File: config.mk
export PLATFORM = sky130hd
export DESIGN_NAME = lfsr_keystream
export DESIGN_NICKNAME = d
export VERILOG_FILES = /design/src/rtl/lfsr_keystream.sv
export SDC_FILE = /design/constraint.sdc
export NUM_CORES = 1
export LEC_CHECK = 0
export ABC_AREA = 1
export CAP_MARGIN = 10
export CORE_ASPECT_RATIO = 0.9
export CORE_UTILIZATION = 45
export CTS_BUF_LIST = sky130_fd_sc_hd__clkbuf_16
export DETAILED_ROUTE_END_ITERATION = 7
export PLACE_DENSITY = 0.8
export SLEW_MARGIN = 40
export SYNTH_ARGS = -nofsm -noshare
export SYNTH_HDL_FRONTEND = slang
export SYNTH_SLANG_ARGS = --single-unit
File: constraint.sdc
create_clock -name clk -period 3 [get_ports clk]
set_input_delay 0.75 -clock clk [delete_from_list [all_inputs] [get_ports clk]]
set_output_delay 0.75 -clock clk [all_outputs]
set_load 0.05 [all_outputs]
File: src/rtl/lfsr_keystream.sv
// lfsr_keystream
// Burst keystream generator built on a runtime-configurable LFSR.
// A burst of `len` words is requested with `start`; each word is built from
// W consecutive LFSR steps (bit k = state[0] before the step, first bit in
// out_data[0]) and then offered on a valid/ready handshake.
//
// Parameters:
//   N     - LFSR width (N >= 2)
//   W     - keystream word width (1 <= W <= N)
//   CNT_W - burst length counter width
//
// Ports:
//   clk       in  1      clock, rising edge
//   rst       in  1      synchronous active-high reset (loads seed)
//   taps      in  N      feedback tap mask, captured at burst start
//   seed      in  N      value loaded by rst or ld
//   ld        in  1      load seed, abort any burst, no done
//   mode      in  1      0 = Galois, 1 = Fibonacci, captured at burst start
//   start     in  1      begin a burst (ignored while busy)
//   len       in  CNT_W  words in burst (0 -> immediate done)
//   out_data  out W      keystream word
//   out_valid out 1      word available
//   out_ready in  1      consumer accepts word
//   busy      out 1      burst in progress
//   done      out 1      one-cycle pulse after a normally completed burst
//   state_o   out N      current LFSR register
//   lockup    out 1      sticky all-zero-state flag
//
// Optional feature: define LFSR_LOCKUP_DET_EN to enable all-zero state
// detection (sticky lockup, burst aborted). Without it lockup is tied to 0
// and an all-zero state simply yields all-zero words.
module lfsr_keystream #(
    parameter int N     = 48,
    parameter int W     = 8,
    parameter int CNT_W = 16
) (
    input  logic             clk,
    input  logic             rst,
    input  logic [N-1:0]     taps,
    input  logic [N-1:0]     seed,
    input  logic             ld,
    input  logic             mode,
    input  logic             start,
    input  logic [CNT_W-1:0] len,
    output logic [W-1:0]     out_data,
    output logic             out_valid,
    input  logic             out_ready,
    output logic             busy,
    output logic             done,
    output logic [N-1:0]     state_o,
    output logic             lockup
);

    localparam int BC_W = (W > 1) ? $clog2(W) : 1;

    typedef enum logic [1:0] {
        IDLE = 2'd0,
        GEN  = 2'd1,
        HOLD = 2'd2
    } fsm_t;

    fsm_t             fsm_reg;
    logic [N-1:0]     lfsr_reg;
    logic [N-1:0]     taps_reg;
    logic             mode_reg;
    logic [CNT_W-1:0] rem_reg;
    logic [BC_W-1:0]  bit_cnt_reg;
    logic [W-1:0]     word_reg;
    logic             valid_reg;
    logic             done_reg;

    logic [N-1:0]     galois_next;
    logic [N-1:0]     fib_next;
    logic [N-1:0]     step_next;
    logic [W-1:0]     word_next;

    // Galois step: shift right, XOR taps in when the outgoing bit is 1.
    genvar gi;
    generate
        for (gi = 0; gi < N; gi++) begin : g_galois
            if (gi == N - 1) begin : g_top
                assign galois_next[gi] = lfsr_reg[0] & taps_reg[gi];
            end else begin : g_mid
                assign galois_next[gi] = lfsr_reg[gi+1] ^ (lfsr_reg[0] & taps_reg[gi]);
            end
        end
    endgenerate

    // Fibonacci step: parity of tapped bits enters at the MSB.
    assign fib_next  = {^(lfsr_reg & taps_reg), lfsr_reg[N-1:1]};
    assign step_next = mode_reg ? fib_next : galois_next;

    // Key bit enters at the top so that after W shifts the first bit sits in bit 0.
    generate
        if (W == 1) begin : g_word1
            assign word_next = lfsr_reg[0];
        end else begin : g_wordn
            assign word_next = {lfsr_reg[0], word_reg[W-1:1]};
        end
    endgenerate

`ifdef LFSR_LOCKUP_DET_EN
    logic lockup_reg;
`endif

    always_ff @(posedge clk) begin
        if (rst) begin
            fsm_reg     <= IDLE;
            lfsr_reg    <= seed;
            taps_reg    <= '0;
            mode_reg    <= 1'b0;
            rem_reg     <= '0;
            bit_cnt_reg <= '0;
            word_reg    <= '0;
            valid_reg   <= 1'b0;
            done_reg    <= 1'b0;
`ifdef LFSR_LOCKUP_DET_EN
            lockup_reg  <= 1'b0;
`endif
        end else begin
            done_reg <= 1'b0;
            if (ld) begin
                // Load wins over everything else and never reports done.
                fsm_reg     <= IDLE;
                lfsr_reg    <= seed;
                rem_reg     <= '0;
                bit_cnt_reg <= '0;
                valid_reg   <= 1'b0;
`ifdef LFSR_LOCKUP_DET_EN
                lockup_reg  <= 1'b0;
`endif
            end else begin
                case (fsm_reg)
                    IDLE: begin
                        if (start) begin
                            if (len == '0) begin
                                done_reg <= 1'b1;
`ifdef LFSR_LOCKUP_DET_EN
                            end else if (lfsr_reg == '0) begin
                                lockup_reg <= 1'b1;
`endif
                            end else begin
                                taps_reg    <= taps;
                                mode_reg    <= mode;
                                rem_reg     <= len;
                                bit_cnt_reg <= '0;
                                fsm_reg     <= GEN;
                            end
                        end
                    end
                    GEN: begin
                        lfsr_reg <= step_next;
                        word_reg <= word_next;
                        if (bit_cnt_reg == BC_W'(W - 1)) begin
                            bit_cnt_reg <= '0;
                            fsm_reg     <= HOLD;
                            valid_reg   <= 1'b1;
                        end else begin
                            bit_cnt_reg <= bit_cnt_reg + 1'b1;
                        end
`ifdef LFSR_LOCKUP_DET_EN
                        // Later assignments override the normal progression.
                        if (step_next == '0) begin
                            lockup_reg  <= 1'b1;
                            fsm_reg     <= IDLE;
                            valid_reg   <= 1'b0;
                            bit_cnt_reg <= '0;
                        end
`endif
                    end
                    HOLD: begin
                        if (out_ready) begin
                            valid_reg <= 1'b0;
                            rem_reg   <= rem_reg - CNT_W'(1);
                            if (rem_reg == CNT_W'(1)) begin
                                fsm_reg  <= IDLE;
                                done_reg <= 1'b1;
                            end else begin
                                fsm_reg  <= GEN;
                            end
                        end
                    end
                    default: fsm_reg <= IDLE;
                endcase
            end
        end
    end

    assign out_data  = word_reg;
    assign out_valid = valid_reg;
    assign busy      = (fsm_reg != IDLE);
    assign done      = done_reg;
    assign state_o   = lfsr_reg;
`ifdef LFSR_LOCKUP_DET_EN
    assign lockup    = lockup_reg;
`else
    assign lockup    = 1'b0;
`endif

endmodule

==> impl_metrics.py, run 1 <==
metrics = {
    "layout": {
        "syn_to_final_growth_pct": 35.8,
        "nNetsFinal": 1307,
        "n_antenna_cell": 0,
        "nFillCells": 1408,
        "final_layout_size_suffix_gt1_frac": 0.0451,
    },
    "worst_setup_path": {
        "cp-startpoint": "fsm_reg[1]",
        "rr_startpoint": "rem_reg[5]",
        "cp.required_ps": 2250,
        "r2r_cells": 8,
        "cp_max_fo": 3,
        "critPathKind": "register to output port",
        "crit_slowest_cell": "clkdlybuf4s50_1",
        "r2r_slack_ps": 1120,
        "worst_setup_path_end_kind": "output port",
        "critPathArrivalTime_ps": 1730,
        "cpPeakStageDelay_ps": 810,
        "path_depth": 3,
        "cp_num_buf_inv": 2,
        "r2r_end": "rem_reg[14]",
        "crit_chain": "nor2_1, inv_1, clkdlybuf4s50_1",
        "cp-endpoint": "busy",
        "cp_top_family": "buffers and inverters",
        "cp-start-kind": "register",
    },
    "synth": {
        "yosysUniqueCellTypes": 35,
        "yosysMostFrequentCell": "nand2_1",
        "syn-num-nets": 1139,
        "synthArstFlopShare": 0,
        "synth_edf_count": 48,
        "synthCells": 1017,
        "yosysWarnings": 0,
        "yosys-top-cells-area": "nand2_1 (23%), dfxtp_1 (23%), edfxtp_1 (20%)",
        "synth.avg_cell_area_um2": 7.00,
        "syn_area_um2": 7120,
        "synth_top_area_frac": 0.227,
        "synth_top_area_cell": "nand2_1",
        "ys.flop_type": "dfxtp_1",
        "yosysSeqAreaShare": 0.428,
        "yosys-top-cells-count": "nand2_1 (430), a21oi_1 (124), nor2_1 (82)",
        "ys_seq_elements": 128,
    },
    "sta": {
        "fmax_mhz": 402,
        "final_hold_viol_count": 0,
        "setup_viol": 0,
        "max_slew_margin": 0.565,
        "fin_skew_ps": 6.19,
        "finalCritPeriodShare": 0.828,
        "setup_tns_ps": 0,
        "slew_viol_final": 0,
        "fin_crit_ps": 2480,
        "rsz0062_at_grt": "no",
        "worst_pin_slew_ps": 653,
    },
    "cts": {
        "cts-resized-gates": 0,
        "cts_tree": "built",
        "root_buffer": "clkbuf_16",
        "clkSinkCount": 128,
        "postCtsHoldBufs": 0,
        "numCtsBuffers": 17,
        "htree_levels": 4,
        "cts_setup_buffers": 0,
        "insertion_delay_ps": 410,
        "clkTransAtPathRegs_ps": 50,
        "clockBufferDepth": 2,
    },
    "place": {
        "dp_hpwl_um": 13200,
        "portBuffers": 176,
        "gp_congestion": 0.890,
    },
    "status": {
        "outcome": "completed",
    },
    "floorplan": {
        "initial_core_util": 0.461,
        "ioPinCount": 178,
        "die_x_um": 135,
        "coreArea_um2": 15400,
        "die_area_um2": 16300,
        "die_h_um": 121,
        "std_cell_rows": 43,
    },
    "worst_hold_path": {
        "hold_path_depth": 1,
        "hp-class": "register to register",
    },
    "flow_run": {
        "drv_cap": 0,
    },
    "power": {
        "ir_worst_vdd_mv": 0.394,
        "switching_share": 0.291,
        "p_seq_frac": 0.395,
        "switchingPower_uw": 1500,
        "leakage_uw": 0.00406,
        "combinationalPowerShare": 0.218,
        "total_power_uw": 5150,
        "clockPowerShare": 0.387,
        "power.density_nw_per_um2": 533,
        "intPower_uw": 3650,
    },
    "routing": {
        "vias": 7037,
        "via_per_inst": 5.03,
        "remaining_drc_errors": 0,
        "postRouteAntennaNets": 0,
        "detail_route.iter0.violations": 465,
        "firstDrtPassIters": 6,
        "wl_um": 18700,
        "routedWlPerCell_um": 13.4,
    },
    "grt": {
        "grt_start_max_net_pins": 67,
        "grt_pass1_wl_um": 30400,
        "grt_usage": 0.234,
        "grt_pass1_vias": 6499,
        "grt-ovfl-total": 0,
        "antenna_found_initial": 0,
    },
}
## how the worst min path moves through the flow
stage	start	to	slack, ps
global placement	taps_reg[0]	taps_reg[0]	450
floorplan	bit_cnt_reg[0]	bit_cnt_reg[0]	430
global route	bit_cnt_reg[1]	bit_cnt_reg[1]	490
detailed placement	bit_cnt_reg[0]	bit_cnt_reg[0]	450
CTS	bit_cnt_reg[0]	bit_cnt_reg[0]	470
finish	bit_cnt_reg[0]	bit_cnt_reg[0]	460
## per-stage QoR
step	util	cells	setup WS [ps]	area, um2	hold slack (ps)
floorplan	-	1017	24.7	7120	433
global route	0.626	1400	432	9670	489
detailed placement	0.589	1368	264	9100	453
global placement	0.589	1368	280	9100	451
CTS	0.626	1400	495	9670	467
finish	0.626	1400	515	9670	462
## layout make-up
| cell class | count | area, um2 | share of cell area |
|---|---|---|---|
| Inverter | 60 | 225 | 0.0233 |
| Sequential cell | 128 | 3040 | 0.315 |
| Tap cell | 202 | 253 | 0.0261 |
| Clock buffer | 17 | 425 | 0.0440 |
| Clock inverter | 15 | 138 | 0.0142 |
| Multi-Input combinational cell | 787 | 3670 | 0.380 |
| Timing Repair Buffer | 191 | 1910 | 0.197 |
## per-layer routing
metal / track usage / vias up / wire [um]
li1: - / 3578 / -
met1: 0.302 / 3205 / 8510
met2: 0.394 / 239 / 8910
met3: 0.0501 / 15 / 1140
met4: 0.0646 / 0 / 161
met5: 0 / - / 0
## cell usage in the layout, fill, tap and decap left out, types with 4 or more instances in the layout
cell	n
dfxtp_1	80
buf_4	12
inv_1	63
clkbuf_16	17
a211oi_1	4
ha_1	4
clkdlybuf4s50_1	175
edfxtp_1	48
clkinv_1	5
xnor2_1	11
nor2_1	80
nand2_1	428
or2_2	7
a31oi_1	5
o21ai_0	17
a21oi_1	124
nor4_1	4
nand3_1	22
xor2_1	57
## power by group through the flow
| stage | clock, uW | combinational, uW | sequential, uW |
|---|---|---|---|
| 3_5_place_dp | 0 | 1120 | 2070 |
| 2_1_floorplan | 0 | 468 | 2290 |
| 3_3_place_gp | 0 | 1100 | 2070 |
| 5_1_grt | 2110 | 1220 | 2050 |
| 4_1_cts | 2020 | 1130 | 2040 |
| 6_report | 1990 | 1120 | 2040 |
## cell families after synthesis
| logic type | Yosys count | share of synthesized area |
|---|---|---|
| adder cells (fa/ha/maj) | 4 | 0.00703 |
| other | 1 | 0.000527 |
| buffers and inverters | 102 | 0.0589 |
| flip-flops | 128 | 0.428 |
| AO/OA/AOI/OAI | 157 | 0.116 |
| XOR/XNOR | 68 | 0.0837 |
| AND/OR/NAND/NOR | 557 | 0.307 |
Power figures use the tool's default switching activity.
==> run 2, diff against run 1 <==
==> constraint.sdc (replaced) <==
create_clock -name clk -period 2.1 [get_ports clk]
set_input_delay 0.525 -clock clk [delete_from_list [all_inputs] [get_ports clk]]
set_output_delay 0.525 -clock clk [all_outputs]
set_load 0.05 [all_outputs]
==> run 2 against run 1 <==
Net effect: global-route usage rose by 0.27 points; largest cell class unchanged; count of clock-buffer cells in the layout did not move; highest routed layer unchanged; critical endpoint is now done; power rose by 40%; worst hold slack improved by 1.1 ps; clock skew rose by 3.2 ps; critical path depth fell by 2.
==> impl_metrics.py, run 2 (same netlist as run 1, synthesis figures left out) <==
metrics = {
    "status": {
        "outcome": "completed",
    },
    "layout": {
        "final_area_um2": 9780,
        "final_cell_mix": "nand2_1 (428), a21oi_1 (124), clkdlybuf4s50_1 (117)",
        "n_antenna_cell": 0,
        "nNetsFinal": 1320,
        "final_common_cell": "nand2_1",
        "nFillCells": 1336,
        "final_layout_size_suffix_gt1_frac": 0.0685,
        "syn_to_final_growth_pct": 37.5,
        "finalNonFillerCells": 1413,
    },
    "routing": {
        "detail_route.iter0.violations": 384,
        "via_per_inst": 5.01,
        "wl_met2_um": 8820,
        "postRouteAntennaNets": 0,
        "wl_met3_um": 1240,
        "remaining_drc_errors": 0,
        "wl_um": 18700,
        "vias": 7078,
        "drt-met1-wl_um": 8370,
        "firstDrtPassIters": 4,
        "routedWlPerCell_um": 13.2,
        "dr.max_layer_used": "met4",
    },
    "cts": {
        "cts-resized-gates": 39,
        "cts_tree": "built",
        "numCtsBuffers": 17,
        "postCtsHoldBufs": 0,
        "cts_setup_buffers": 0,
        "htree_levels": 4,
        "clkTransAtPathRegs_ps": 60,
        "insertion_delay_ps": 420,
        "clkSinkCount": 128,
        "clockBufferDepth": 2,
        "root_buffer": "clkbuf_16",
    },
    "worst_setup_path": {
        "cpPeakStageDelay_ps": 790,
        "cp-startpoint": "done",
        "worst_setup_path_end_kind": "output port",
        "cp_num_buf_inv": 1,
        "critPathKind": "register to output port",
        "rr_startpoint": "state_o[10]",
        "cp-start-kind": "register",
        "cp.required_ps": 1570,
        "cp_top_family": "buffers and inverters",
        "r2r_end": "state_o[47]",
        "critPathArrivalTime_ps": 1530,
        "path_depth": 1,
        "cp-endpoint": "done",
        "r2r_cells": 14,
        "crit_slowest_cell": "clkdlybuf4s50_1",
        "crit_chain": "clkdlybuf4s50_1",
        "cp_max_fo": 1,
        "r2r_slack_ps": 270,
    },
    "floorplan": {
        "ioPinCount": 178,
        "coreArea_um2": 15400,
        "die_area_um2": 16300,
        "die_h_um": 121,
        "die_x_um": 135,
        "std_cell_rows": 43,
        "initial_core_util": 0.461,
    },
    "place": {
        "portBuffers": 176,
        "place_ws_ps": -369,
        "placed_cell_area_um2": 9270,
        "dp_cells": 1381,
        "gp_congestion": 0.864,
        "dp_hpwl_um": 13300,
    },
    "power": {
        "power.density_nw_per_um2": 740,
        "leakage_uw": 0.00431,
        "ir_worst_vdd_mv": 0.536,
    },
    "sta": {
        "final_hold_viol_count": 0,
        "fin_crit_ps": 2050,
        "max_slew_margin": 0.565,
        "fin_skew_ps": 9.44,
        "setup_slack_ps": 48.4,
        "fmax_mhz": 487,
        "finalCritPeriodShare": 0.977,
        "worst_pin_slew_ps": 652,
        "setup_tns_ps": 0,
        "rsz0062_at_grt": "no",
        "slew_viol_final": 0,
        "setup_viol": 0,
    },
    "worst_hold_path": {
        "hp-class": "register to register",
    },
    "flow_run": {
        "drv_cap": 0,
    },
    "grt": {
        "grt_pass1_wl_um": 30700,
        "grt-ovfl-total": 0,
        "grt_start_max_net_pins": 62,
        "grt_pass1_vias": 6696,
        "antenna_found_initial": 0,
        "grt_usage": 0.237,
    },
}
[run 2: changes by cell type in the layout (fill, tap and decap cells not counted), sizes merged]
cell and change:
buf +27, dlymetal6s2s +5, dlygate4sd2 +39, bufinv -1
clkinv +1, clkdlybuf4s50 -58
[run 2: how the worst min path moves through the flow]
| stage | from | endpoint | slack, ps | cells past startpoint |
|---|---|---|---|---|
| 2_1_floorplan | bit_cnt_reg[0] | bit_cnt_reg[0] | 430 | 1 |
| 3_3_place_gp | bit_cnt_reg[0] | bit_cnt_reg[0] | 450 | 1 |
| 3_5_place_dp | rem_reg[6] | rem_reg[6] | 460 | 2 |
| 4_1_cts | rem_reg[6] | rem_reg[6] | 470 | 2 |
| 5_1_grt | rem_reg[6] | rem_reg[6] | 490 | 2 |
| 6_report | out_data[0] | out_data[0] | 460 | 2 |
[run 2: tightest hold or removal path: stages, from the launching register on]
cell     delay (ps)
dfxtp_1         310
nand2_1          60
a21oi_1          50
[run 2: cell type report]
class,instances,area (um2),share of cell area
clock buffer,17,425,0.0435
clock inverter,15,113,0.0115
inverter,60,225,0.0230
multi-input combinational,787,3690,0.377
sequential,128,3040,0.311
tap,202,253,0.0258
timing repair buffer,204,2030,0.208
[run 2: metrics by stage]
stage | utilization | hold slack (ps) | total power, uW
finish | 0.634 | 463 | 7240
global route | 0.634 | 488 | 7550
CTS | 0.632 | 467 | 7270
detailed placement | 0.600 | 459 | 4590
global placement | 0.600 | 449 | 4560
floorplan | - | 433 | 3930
[run 2: power by group]
group	internal [uW]	switching [uW]
sequential	2760	147
combinational	628	968
clock	1690	1040
[run 2: layer usage]
layer  GRT usage  up-vias
met2       0.391      244
met1       0.307     3195
met5           0        -
li1            -     3616
met3      0.0505       23
met4      0.0787        0
